<file path="src/rtl/oh_hs_rx.sv">
// Destination-side receiver for a 4-phase req/ack clock-crossing handshake.
// Captures the source's held data bus and presents it locally as a valid/ready stream.
module oh_hs_rx #(
  parameter int DW = 32,
  parameter int CW = 16
) (
  input  logic          clk,
  input  logic          reset,
  input  logic          req_sync,
  input  logic [DW-1:0] din,
  input  logic          ready,
  input  logic          err_clr,
  output logic          valid,
  output logic [DW-1:0] dout,
  output logic          ack,
  output logic          busy,
  output logic [CW-1:0] count,
  output logic          err
);

  typedef enum logic [1:0] {
    IDLE = 2'd0,
    HOLD = 2'd1,
    ACK  = 2'd2
  } state_t;

  state_t state;

  always_ff @(posedge clk) begin
    if (reset) begin
      state <= IDLE;
      valid <= 1'b0;
      ack   <= 1'b0;
      busy  <= 1'b0;
      count <= '0;
      err   <= 1'b0;
      dout  <= '0;
    end else begin
      // A fresh error is assigned later in this block, so it overrides the clear.
      if (err_clr)
        err <= 1'b0;

      case (state)
        IDLE: begin
          if (req_sync) begin
            dout  <= din;
            valid <= 1'b1;
            busy  <= 1'b1;
            state <= HOLD;
          end
        end

        HOLD: begin
          // Early req drop is flagged, but the captured word is still handed over.
          if (!req_sync)
            err <= 1'b1;
          if (ready) begin
            valid <= 1'b0;
            ack   <= 1'b1;
            count <= count + CW'(1);
            state <= ACK;
          end
        end

        ACK: begin
          if (!req_sync) begin
            ack   <= 1'b0;
            busy  <= 1'b0;
            state <= IDLE;
          end
        end

        default: begin
          valid <= 1'b0;
          ack   <= 1'b0;
          busy  <= 1'b0;
          state <= IDLE;
        end
      endcase
    end
  end

endmodule

</file>
<file path="config.mk">
export PLATFORM = sky130hd
export DESIGN_NAME = oh_hs_rx
export DESIGN_NICKNAME = d
export VERILOG_FILES = /design/src/rtl/oh_hs_rx.sv
export SDC_FILE = /design/constraint.sdc
export NUM_CORES = 1
export LEC_CHECK = 0
export ABC_CLOCK_PERIOD_IN_PS = 4200
export CAP_MARGIN = 30
export CELL_PAD_IN_SITES_DETAIL_PLACEMENT = 1
export CELL_PAD_IN_SITES_GLOBAL_PLACEMENT = 1
export CORE_MARGIN = 2
export CORE_UTILIZATION = 32
export CTS_CLUSTER_SIZE = 8
export DETAILED_ROUTE_END_ITERATION = 16
export PLACE_DENSITY_LB_ADDON = 0.1
export SYNTH_ARGS = -nofsm -noshare
export SYNTH_HDL_FRONTEND = slang
export SYNTH_SLANG_ARGS = --single-unit
</file>
<file path="constraint.sdc">
create_clock -name clk -period 4.2 [get_ports clk]
set_clock_uncertainty 0.1 [all_clocks]
set_input_delay 1.26 -clock clk [delete_from_list [all_inputs] [get_ports clk]]
set_output_delay 1.26 -clock clk [all_outputs]
set_load 0.005 [all_outputs]
</file>
**Word-level counts from Yosys, hierarchy flattened**

Index checks and enable logic that the tools add are counted.

- $add $sub $neg: 1
- Eq/ne operators: 5
- Mux-type cells: 14
- Bitwise gates (word level): 3
- Reduce and logical (&&, ||, !) cells: 7

Operators with widths:

| cell | number |
|---|---|
| $add A16 B1 Y16 const B | 1 |
| $reduce_and A3 Y1 | 4 |
| $pmux W1 S3 | 3 |
| $mux W1 | 7 |
| $mux W2 | 3 |
| $ne A2 B2 Y1 const B | 3 |
| $pmux W2 S3 | 1 |
| $reduce_and A2 Y1 | 2 |
| $not A1 Y1 | 3 |
| $eq A2 B1 Y1 const B | 1 |
| $eq A2 B2 Y1 const B | 1 |
| $logic_not A2 Y1 | 1 |

- Register bits: 54
- Bits of input ports: 37
- Output and inout port bits: 52
- Logic and storage cells: 37

**Depth between registers and ports, before layout**

Gate-level depths: netlist of the first run.

- Word-level depth: 3
- Depth in mapped cells: 5
- Mapped depth without buffers: 5

**Least setup slack after synthesis of the first run**

OpenSTA, ideal clock, no wires.

- Path type: input port to flip-flop
- Start point: input port ready
- End point: register count[14]
- Setup time: 114 ps
- Arrival time: 1,953 ps
- Data required time: 3,986 ps
- Path slack: 2,033 ps
- Stages on the path: 4
- Buffers on the path: 0
- Cells stage by stage: nand4b_4 > nor4_2 > nor3b_1 > a21o_1

- Longest elaborated chain between the ends: 1

RTL lines:

| element | RTL line | RTL |
|---|---|---|
| start: declaration | 11 | `input logic ready,` |
| $reduce_and A2 Y1 (no line) | -- |  |
| end signal: assignment | 60 | `count <= count + CW'(1);` |
| end: declaration | 17 | `output logic [CW-1:0] count,` |

Every way passes these cells.
A chain may end at the register's enable or synchronous reset.

**Worst setup path after layout of the first run**

- Start point: input port ready
- End point: register count[11]

Same word-level chain as after synthesis.

==> metrics.yaml, run 1 <==
synthesis:
  synth_ff_type: "dfxtp_1"
  synth_nets: 294
  async_flop_share: 0
  post-synth-top-count-cell: "nand2_1"
  syn-cell-area_um2: 2158
  synth_commonest_cells: "nand2_1 (70), dfxtp_1 (54), a21oi_1 (41)"
  synth.top_cell.area_share: 0.5009
  synth_cells: 256
  ys_warn_count: 0
  synth_edf_count: 0
  synth-seq-cells: 54
  syn_avg_cell_area_um2: 8.431
  synth_cell_types: 34
  yosysTopAreaCell: "dfxtp_1"
  synth_seq_area_share: 0.5009
  ys_top_cells_by_area: "dfxtp_1 (50%), nand2_1 (12%), a21oi_1 (9.5%), nor2_1 (3.8%), xnor2_1 (2.8%)"
placed_design:
  gp_congestion: 0.7019
  portBuffers: 88
  hpwl_um: 4052
global_route:
  grt_pass1_vias: 1987
  grtUsageTotal: 0.1626
  grt_pass1_wl_um: 9591
  grt_overflow_total: 0
  antenna_found_initial: 0
  grt_max_degree: 37
power_and_ir_drop:
  pwr-share-seq: 0.548
  total_power_w: 0.001013
  comb_power_share: 0.154
  power_switching_w: 0.0002514
  ir_drop_uv: 133.6
  p_leak_nw: 1.164
  switching_share: 0.2482
  cell_internal_pwr_w: 0.0007614
  power_density_nw_per_um2: 320.3
  pwr-share-clk: 0.299
die:
  die_h_um: 86.13
  dieArea_um2: 7418
  die_x_um: 86.13
  core_area_um2: 6422
  io_pins: 89
  num_rows: 29
  initial_core_util: 0.3361
worst_setup_path:
  crit_path_end_kind: "register"
  required_ns: 4.31
  arrival_ns: 2.81
  critPathLaunchType: "input pin"
  path_class: "input pin to register"
  ff2ff_setup_slack_ns: 2.29
  rr_endpoint: "count[13]"
  crit_fanout: 7
  r2r_cells: 4
  cp-startpoint: "ready"
  endpoint: "count[11]"
  rr_startpoint: "count[2]"
finish:
  syn_to_final_growth_pct: 46.49
  nets: 376
  layout-drive-gt1-share: 0.05900
  diodes: 0
detailed_routing:
  finalWirelength_um: 5741
  vias_per_cell: 4.779
  drc_errors: 0
  first_pass_iters: 2
  vias: 1988
  detail-route-antenna-nets: 0
  drt_iter0_drc: 94
  post_drt_wl_per_cell_um: 13.80
timing:
  hold_violations: 0
  maxSlewViolCount: 0
  finalCriticalPeriod_ns: 2.699
  grt_setup_unrepaired: "no"
  fmax_mhz: 370.5
  fin_tns_setup_ns: 0
  setup_viol: 0
  timing.final.crit_share: 0.6426
  worstMarginPinSlew_ns: 0.6806
  maxSlewHeadroom: 0.5463
clock_tree:
  tritoncts: "built"
  hold_buffers: 0
  htree_levels: 2
  cts_resized: 0
  insertion_delay_ns: 0.31
  cts_setup_buffers: 0
  cts-root-buf: "clkbuf_8"
  clock_sink_count: 54
  clk_path_buf_depth: 2
  clk_pin_slew_ns: 0.10
  cts-buffers-inserted: 5
run:
  maxCapViolations: 0
min_path:
  worstHoldStart: "dout[31]"
  worstHoldPathType: "register to register"
outcome:
  status: "completed"
[flip-flops by register name, summed over array words and instances (netlist names)]
signal / count
ack: 1
busy: 1
count: 16
dout: 32
err: 1
state: 2
valid: 1
[worst max-delay path, stage by stage]
cell             delay, ns
clkdlybuf4s50_1       0.68
nand3b_4              0.13
nor2_1                0.28
nand3_1               0.14
mux2_1                0.32
[stage by stage]
step                cell area, um2  cells  hold WS, ns  setup slack, ns    util
global placement              3070    408       0.3403            1.219  0.4781
CTS                           3162    416       0.3607            1.493  0.4923
floorplan                     2158    256       0.3527            2.033       -
global route                  3162    416       0.3826            1.415  0.4923
detailed placement            3070    408       0.3477            1.167  0.4781
finish                        3162    416       0.3569            1.501  0.4923
[cell families after synthesis]
group / after synthesis / synth area share
compound gates: 47 / 0.1154
xor+xnor: 10 / 0.04058
fa+ha+maj: 1 / 0.005796
buf+inv: 19 / 0.04289
flops: 54 / 0.5009
mux: 2 / 0.01043
simple gates: 123 / 0.2841
[power by group through the flow]
| stage | Sequential [W] | Combinational, W | Clock, W |
|---|---|---|---|
| final | 0.000555 | 0.000156 | 0.000303 |
| after global routing | 0.000559 | 0.000174 | 0.000340 |
| after CTS | 0.000555 | 0.000160 | 0.000315 |
| after detailed placement | 0.000567 | 0.000159 | 0 |
| after global placement | 0.000566 | 0.000157 | 0 |
| after floorplan | 0.000566 | 0.0000624 | 0 |
[cell type report]
| class | count | area (um2) |
|---|---|---|
| fillers | 765 | 3261 |
| flip-flops and latches | 54 | 1081 |
| multi-input cells | 183 | 987.2 |
| repair buffers | 90 | 890.9 |
| well taps | 77 | 96.34 |
| clock buffers | 7 | 86.33 |
| inverters | 4 | 15.01 |
| clock inverters | 1 | 5.005 |
[layer usage]
layer,GRT usage,routed length [um]
met5,0,0
met4,0.04329,46
met3,0.06064,418
met2,0.2664,2722
met1,0.2009,2554
[how the worst min path moves through the flow]
stage / to / cells after the start
after floorplan: dout[0] / 2
after global placement: dout[28] / 2
after detailed placement: dout[15] / 2
after CTS: dout[31] / 2
after global routing: dout[31] / 2
final: dout[31] / 2
[placed cells by master, fill, tap and decap left out, types with 3 or more instances in the layout]
cell             Yosys  final
nand4_1              6      6
nor3_1               4      4
nor2_1              22     21
dfxtp_1             54     54
clkbuf_8             0      6
xor2_1               3      3
clkdlybuf4s50_1      0     87
a21oi_1             41     41
inv_1                4      4
nor4_2               3      3
nand2_1             70     70
xnor2_1              7      7
nand3_1              3      3
No activity file was read; power rests on OpenSTA's default activity.
==> run 2: changes to the inputs <==
--- a/config.mk
+++ b/config.mk
@@ -5,12 +5,12 @@
 export SDC_FILE = /design/constraint.sdc
 export NUM_CORES = 1
 export LEC_CHECK = 0
-export ABC_CLOCK_PERIOD_IN_PS = 4200
+export ABC_CLOCK_PERIOD_IN_PS = 2280
 export CAP_MARGIN = 30
 export CELL_PAD_IN_SITES_DETAIL_PLACEMENT = 1
 export CELL_PAD_IN_SITES_GLOBAL_PLACEMENT = 1
 export CORE_MARGIN = 2
-export CORE_UTILIZATION = 32
+export CORE_UTILIZATION = 27
 export CTS_CLUSTER_SIZE = 8
 export DETAILED_ROUTE_END_ITERATION = 16
 export PLACE_DENSITY_LB_ADDON = 0.1
==> constraint.sdc (replaced) <==
create_clock -name clk -period 2.28 [get_ports clk]
set_clock_uncertainty 0.1 [all_clocks]
set_input_delay 0.684 -clock clk [delete_from_list [all_inputs] [get_ports clk]]
set_output_delay 0.684 -clock clk [all_outputs]
set_load 0.005 [all_outputs]
==> metrics.yaml, run 2 (synthesis results as in run 1) <==
worst_setup_path:
  crit_fanout: 6  # -1
  crit_path_end_kind: "output pin"
  cp_slowest_stage_delay_ns: 0.55  # -0.13 ns
  path_class: "register to output pin"
  cp_top_family: "buffers and inverters"
  arrival_ns: 1.33  # -1.48 ns
  required_ns: 1.50  # -2.81 ns
  critPathLaunchType: "register"
  crit_chain: "clkdlybuf4s50_1"
  slowest_stage: "clkdlybuf4s50_1"
  path_buf_inv: 1  # unchanged
clock_tree:
  cts-buffers-inserted: 5  # unchanged
  insertion_delay_ns: 0.30  # about the same
  clock_sink_count: 54  # unchanged
  clk_path_buf_depth: 2  # unchanged
  tritoncts: "built"
  hold_buffers: 0  # unchanged
  cts-root-buf: "clkbuf_8"
  cts_setup_buffers: 0  # unchanged
  cts_resized: 0  # unchanged
  htree_levels: 2  # unchanged
  clk_pin_slew_ns: 0.09  # about the same
finish:
  nets: 384  # +2.1%
  mostFrequentLayoutCells: "clkdlybuf4s50_1 (87), nand2_1 (70), dfxtp_1 (54)"
  layout-drive-gt1-share: 0.07514  # +0.01615
  diodes: 0  # unchanged
  final_util: 0.4223  # -0.07003
  final_common_cell: "clkdlybuf4s50_1"
  largest_register_ffs: 32  # unchanged
  syn_to_final_growth_pct: 51.19
  reg_top3: "dout: 32 flops, count: 16 flops, state: 2 flops"
  top_register: "dout"
power_and_ir_drop:
  p_leak_nw: 1.203  # +3.3%
  total_power_w: 0.001825  # +80%
  power_density_nw_per_um2: 559.4  # +75%
  ir_drop_uv: 273.7  # +100%
timing:
  maxSlewHeadroom: 0.7396  # +0.1933
  timing.final.crit_share: 0.9256
  worstMarginPinSlew_ns: 0.3907  # -0.2899 ns
  hold_violations: 0  # unchanged
  finalCriticalPeriod_ns: 2.110
  setup_viol: 0  # unchanged
  maxSlewViolCount: 0  # unchanged
  grt_setup_unrepaired: "no"
  fmax_mhz: 473.8
detailed_routing:
  drt_iter0_drc: 38  # -60%
  detail-route-antenna-nets: 0  # unchanged
  vias: 2015  # +1.4%
  drc_errors: 0  # unchanged
  met1Wirelength_um: 2688  # +5.2%
  finalWirelength_um: 5854  # +2.0%
  met3_length_um: 303  # -28%
  post_drt_wl_per_cell_um: 13.07  # -5.3%
  first_pass_iters: 4  # +2
  highest-signal-layer: "met4"
  met2WireLength_um: 2791  # +2.5%
  vias_per_cell: 4.498  # -5.9%
global_route:
  grt_pass1_wl_um: 9473  # -1.2%
  grt_pass1_vias: 1931  # -2.8%
  grtUsageTotal: 0.1357  # -0.02693
  grt_max_degree: 33  # -11%
  grt_overflow_total: 0  # unchanged
  antenna_found_initial: 0  # unchanged
die:
  initial_core_util: 0.2793  # -0.05675
  num_rows: 32  # +10%
  die_x_um: 93.41  # +8.5%
  io_pins: 89  # unchanged
  die_h_um: 93.41  # +8.5%
  dieArea_um2: 8724  # +18%
  core_area_um2: 7727  # +20%
placed_design:
  portBuffers: 88  # unchanged
  hpwl_um: 4199  # +3.6%
  gp_congestion: 0.6904  # -1.6%
outcome:
  status: "completed"
min_path:
  worstHoldPathType: "register to register"
run:
  maxCapViolations: 0  # unchanged
run 2: changes by cell type in the layout (fill, tap and decap cells not counted), sizes merged:
cell    before  now
buf          3   11
clkinv       1    0
run 2: report_power, final:
part | leakage, nW | total (W) | internal, W | switching, W
clock | 0.0383 | 0.000501 | 0.000212 | 0.000288
sequential | 0.441 | 0.00102 | 0.000990 | 0.0000310
combinational | 0.724 | 0.000304 | 0.000181 | 0.000123
total | 1.20 | 0.00183 | 0.00138 | 0.000442
run 2: layout make-up:
type | count | area (um2)
Fill cell | 921 | 4464
Sequential cell | 54 | 1081
Multi-Input combinational cell | 183 | 987.2
Timing Repair Buffer | 98 | 975.9
Tap cell | 102 | 127.6
Clock buffer | 7 | 76.32
Inverter | 4 | 15.01
run 2: final timing paths:
kind / startpoint / endpoint / slack [ns] / depth (start not counted)
setup / recovery: count[0] / count[0] / 0.17 / 1
hold reg to reg: dout[20] / dout[20] / 0.36 / 2
hold / removal: dout[20] / dout[20] / 0.36 / 2
setup reg to reg: count[0] / count[14] / 0.52 / 5
run 2: routing by layer:
metal | up-vias | track usage
met4 | 0 | 0.04412
met5 | - | 0
li1 | 1025 | -
met2 | 48 | 0.2242
met1 | 935 | 0.1775
met3 | 7 | 0.02659
run 2: stage by stage:
stage	std cells	TNS, ns	cell area, um2	worst slack [ns]	hold WS [ns]
floorplan	256	0	2158	0.6892	0.3527
CTS	448	0	3263	0.1587	0.3629
global placement	441	-0.01329	3187	-0.01329	0.3415
global route	448	0	3263	0.1146	0.3786
finish	448	0	3263	0.1696	0.3586
detailed placement	441	-0.07148	3187	-0.03336	0.3493
==> run 3: changes to the inputs <==
--- a/config.mk
+++ b/config.mk
@@ -5,7 +5,7 @@
 export SDC_FILE = /design/constraint.sdc
 export NUM_CORES = 1
 export LEC_CHECK = 0
-export ABC_CLOCK_PERIOD_IN_PS = 2280
+export ABC_CLOCK_PERIOD_IN_PS = 1800
 export CAP_MARGIN = 30
 export CELL_PAD_IN_SITES_DETAIL_PLACEMENT = 1
 export CELL_PAD_IN_SITES_GLOBAL_PLACEMENT = 1
@@ -13,6 +13,7 @@
 export CORE_UTILIZATION = 27
 export CTS_CLUSTER_SIZE = 8
 export DETAILED_ROUTE_END_ITERATION = 16
+export GPL_TIMING_DRIVEN = 0
 export PLACE_DENSITY_LB_ADDON = 0.1
 export SYNTH_ARGS = -nofsm -noshare
 export SYNTH_HDL_FRONTEND = slang
==> constraint.sdc (replaced) <==
create_clock -name clk -period 1.8 [get_ports clk]
set_clock_uncertainty 0.1 [all_clocks]
set_input_delay 0.54 -clock clk [delete_from_list [all_inputs] [get_ports clk]]
set_output_delay 0.54 -clock clk [all_outputs]
set_load 0.005 [all_outputs]
==> metrics.yaml, run 3 (synthesis results as in run 1) <==
placed_design:
  hpwl_um: 4513  # +7.5%
  placed_cells: 446  # +1.1%
  portBuffers: 88  # unchanged
  gp_congestion: 0.7243  # +4.9%
  place_area_um2: 3167  # -0.63%
detailed_routing:
  drt_iter0_drc: 26  # -32%
  detail-route-antenna-nets: 0  # unchanged
  first_pass_iters: 4  # unchanged
  vias_per_cell: 4.612  # +2.5%
  drc_errors: 0  # unchanged
  post_drt_wl_per_cell_um: 13.87  # +6.1%
  finalWirelength_um: 6573  # +12%
  vias: 2186  # +8.5%
finish:
  largest_register_ffs: 32  # unchanged
  mostFrequentLayoutCells: "nand2_1 (70), a21oi_1 (41), clkdlybuf4s50_1 (36)"
  top_register: "dout"
  fillCellCount: 904  # -1.8%
  fin_area_um2: 3537  # +8.4%
  final_cells: 474  # +5.8%
  nets: 410  # +6.8%
  reg_top3: "dout: 32 flops, count: 16 flops, state: 2 flops"
  layout-drive-gt1-share: 0.2527  # +0.1775
  diodes: 0  # unchanged
  syn_to_final_growth_pct: 63.88
  final_common_cell: "nand2_1"
clock_tree:
  tritoncts: "built"
  clk_pin_slew_ns: 0.10  # about the same
  cts-buffers-inserted: 5  # unchanged
  clk_path_buf_depth: 2  # unchanged
  clock_sink_count: 54  # unchanged
  cts-root-buf: "clkbuf_8"
  hold_buffers: 0  # unchanged
  htree_levels: 2  # unchanged
  insertion_delay_ns: 0.31  # about the same
power_and_ir_drop:
  power_density_nw_per_um2: 655.9  # +17%
  switching_share: 0.2576  # +0.01536
  pwr-share-seq: 0.551  # -0.008
  power_switching_w: 0.0005977  # +35%
  comb_power_share: 0.165  # -0.002
  p_leak_nw: 1.892  # +57%
  total_power_w: 0.002320  # +27%
  cell_internal_pwr_w: 0.001722  # +25%
  pwr-share-clk: 0.284  # +0.010
  ir_drop_uv: 254.7  # -6.9%
global_route:
  grt_pass1_wl_um: 10430  # +10%
  grtUsageTotal: 0.1512  # +0.01549
  antenna_found_initial: 0  # unchanged
  grt_max_degree: 16  # -52%
  grt_overflow_total: 0  # unchanged
  grt_pass1_vias: 2152  # +11%
timing:
  maxSlewHeadroom: 0.7210  # -0.01857
  maxSlewViolCount: 0  # unchanged
  fin_tns_setup_ns: 0  # unchanged
  setup_viol: 0  # unchanged
  fmax_mhz: 563.5
  hold_violations: 0  # unchanged
  fin_hold_ws_ns: 0.3571  # -0.001554 ns
  finalCriticalPeriod_ns: 1.775
  timing.final.crit_share: 0.9860
  worstMarginPinSlew_ns: 0.4172  # +0.02654 ns
worst_setup_path:
  crit_fanout: 2  # -4
  crit_chain: "clkdlybuf4s50_1"
  cp_top_family: "buffers and inverters"
  path_buf_inv: 1  # unchanged
  crit_path_end_kind: "output pin"
  slowest_stage: "clkdlybuf4s50_1"
  cp_slowest_stage_delay_ns: 0.49  # -0.06 ns
  critPathLaunchType: "register"
  ff2ff_setup_slack_ns: 0.10  # -0.42 ns
  arrival_ns: 1.13  # -0.20 ns
  path_class: "register to output pin"
  required_ns: 1.16  # -0.34 ns
min_path:
  worstHoldPathType: "register to register"
die:
  core_area_um2: 7727  # unchanged
  io_pins: 89  # unchanged
  dieArea_um2: 8724  # unchanged
  die_h_um: 93.41  # unchanged
  initial_core_util: 0.2793  # unchanged
  die_x_um: 93.41  # unchanged
  num_rows: 32  # unchanged
run:
  maxCapViolations: 0  # unchanged
outcome:
  status: "completed"
run 3: changes by cell type in the layout (fill, tap and decap cells not counted), sizes merged:
cell and change:
clkbuf +3, clkdlybuf4s50 -51, buf +20, clkinv +2, dlygate4sd2 +27, dlymetal6s2s +24, clkdlybuf4s15 +1
run 3: area by class of cell:
type	instances	area (um2)	area share
plain buffers	14	85.08	0.02405
clock buffers	5	68.82	0.01946
clock inverters	2	10.01	0.002830
inverters	4	15.01	0.004245
multi-input cells	183	1001	0.2830
flip-flops and latches	54	1157	0.3272
well taps	102	127.6	0.03608
repair buffers	110	1072	0.3031
run 3: stage by stage:
stage                 util  setup slack (ns)
floorplan                -            0.2381
global placement    0.4098           -0.5230
detailed placement  0.4098           -0.5408
CTS                 0.4409         0.0009491
global route        0.4577         -0.006020
finish              0.4577           0.02526
run 3: power by group through the flow:
stage / clock network (W) / registers [W] / logic, W
2_1_floorplan: 0 / 0.00132 / 0.000146
3_3_place_gp: 0 / 0.00132 / 0.000387
3_5_place_dp: 0 / 0.00132 / 0.000391
4_1_cts: 0.000698 / 0.00128 / 0.000388
5_1_grt: 0.000753 / 0.00129 / 0.000427
6_report: 0.000659 / 0.00128 / 0.000382
run 3: path summary, 6_finish.rpt:
kind	cells after the start	from	end
hold / removal	2	dout[23]	dout[23]
setup reg to reg	6	count[9]	count[15]
hold reg to reg	2	dout[23]	dout[23]
setup / recovery	1	dout[24]	dout[24]
run 3: timing repair:
item	4_1_cts	5_1_grt
setup buffers	16	6
setup endpoints to repair	100	75
pin swaps	0	1
gates resized for setup	79	35
run 3: routing by layer:
metal / share of wire / global-route usage
met1: 0.44 / 0.1864
met2: 0.50 / 0.2644
met3: 0.047 / 0.03223
met4: 0.011 / 0.04289
met5: 0 / 0
run 3: worst register-to-register path: cells and delay by family (launching register included):
| kind | cells | cell delay, ns |
|---|---|---|
| buf+inv | 2 | 0.19 |
| flops | 1 | 0.34 |
| mux | 1 | 0.31 |
| simple gates | 3 | 0.65 |
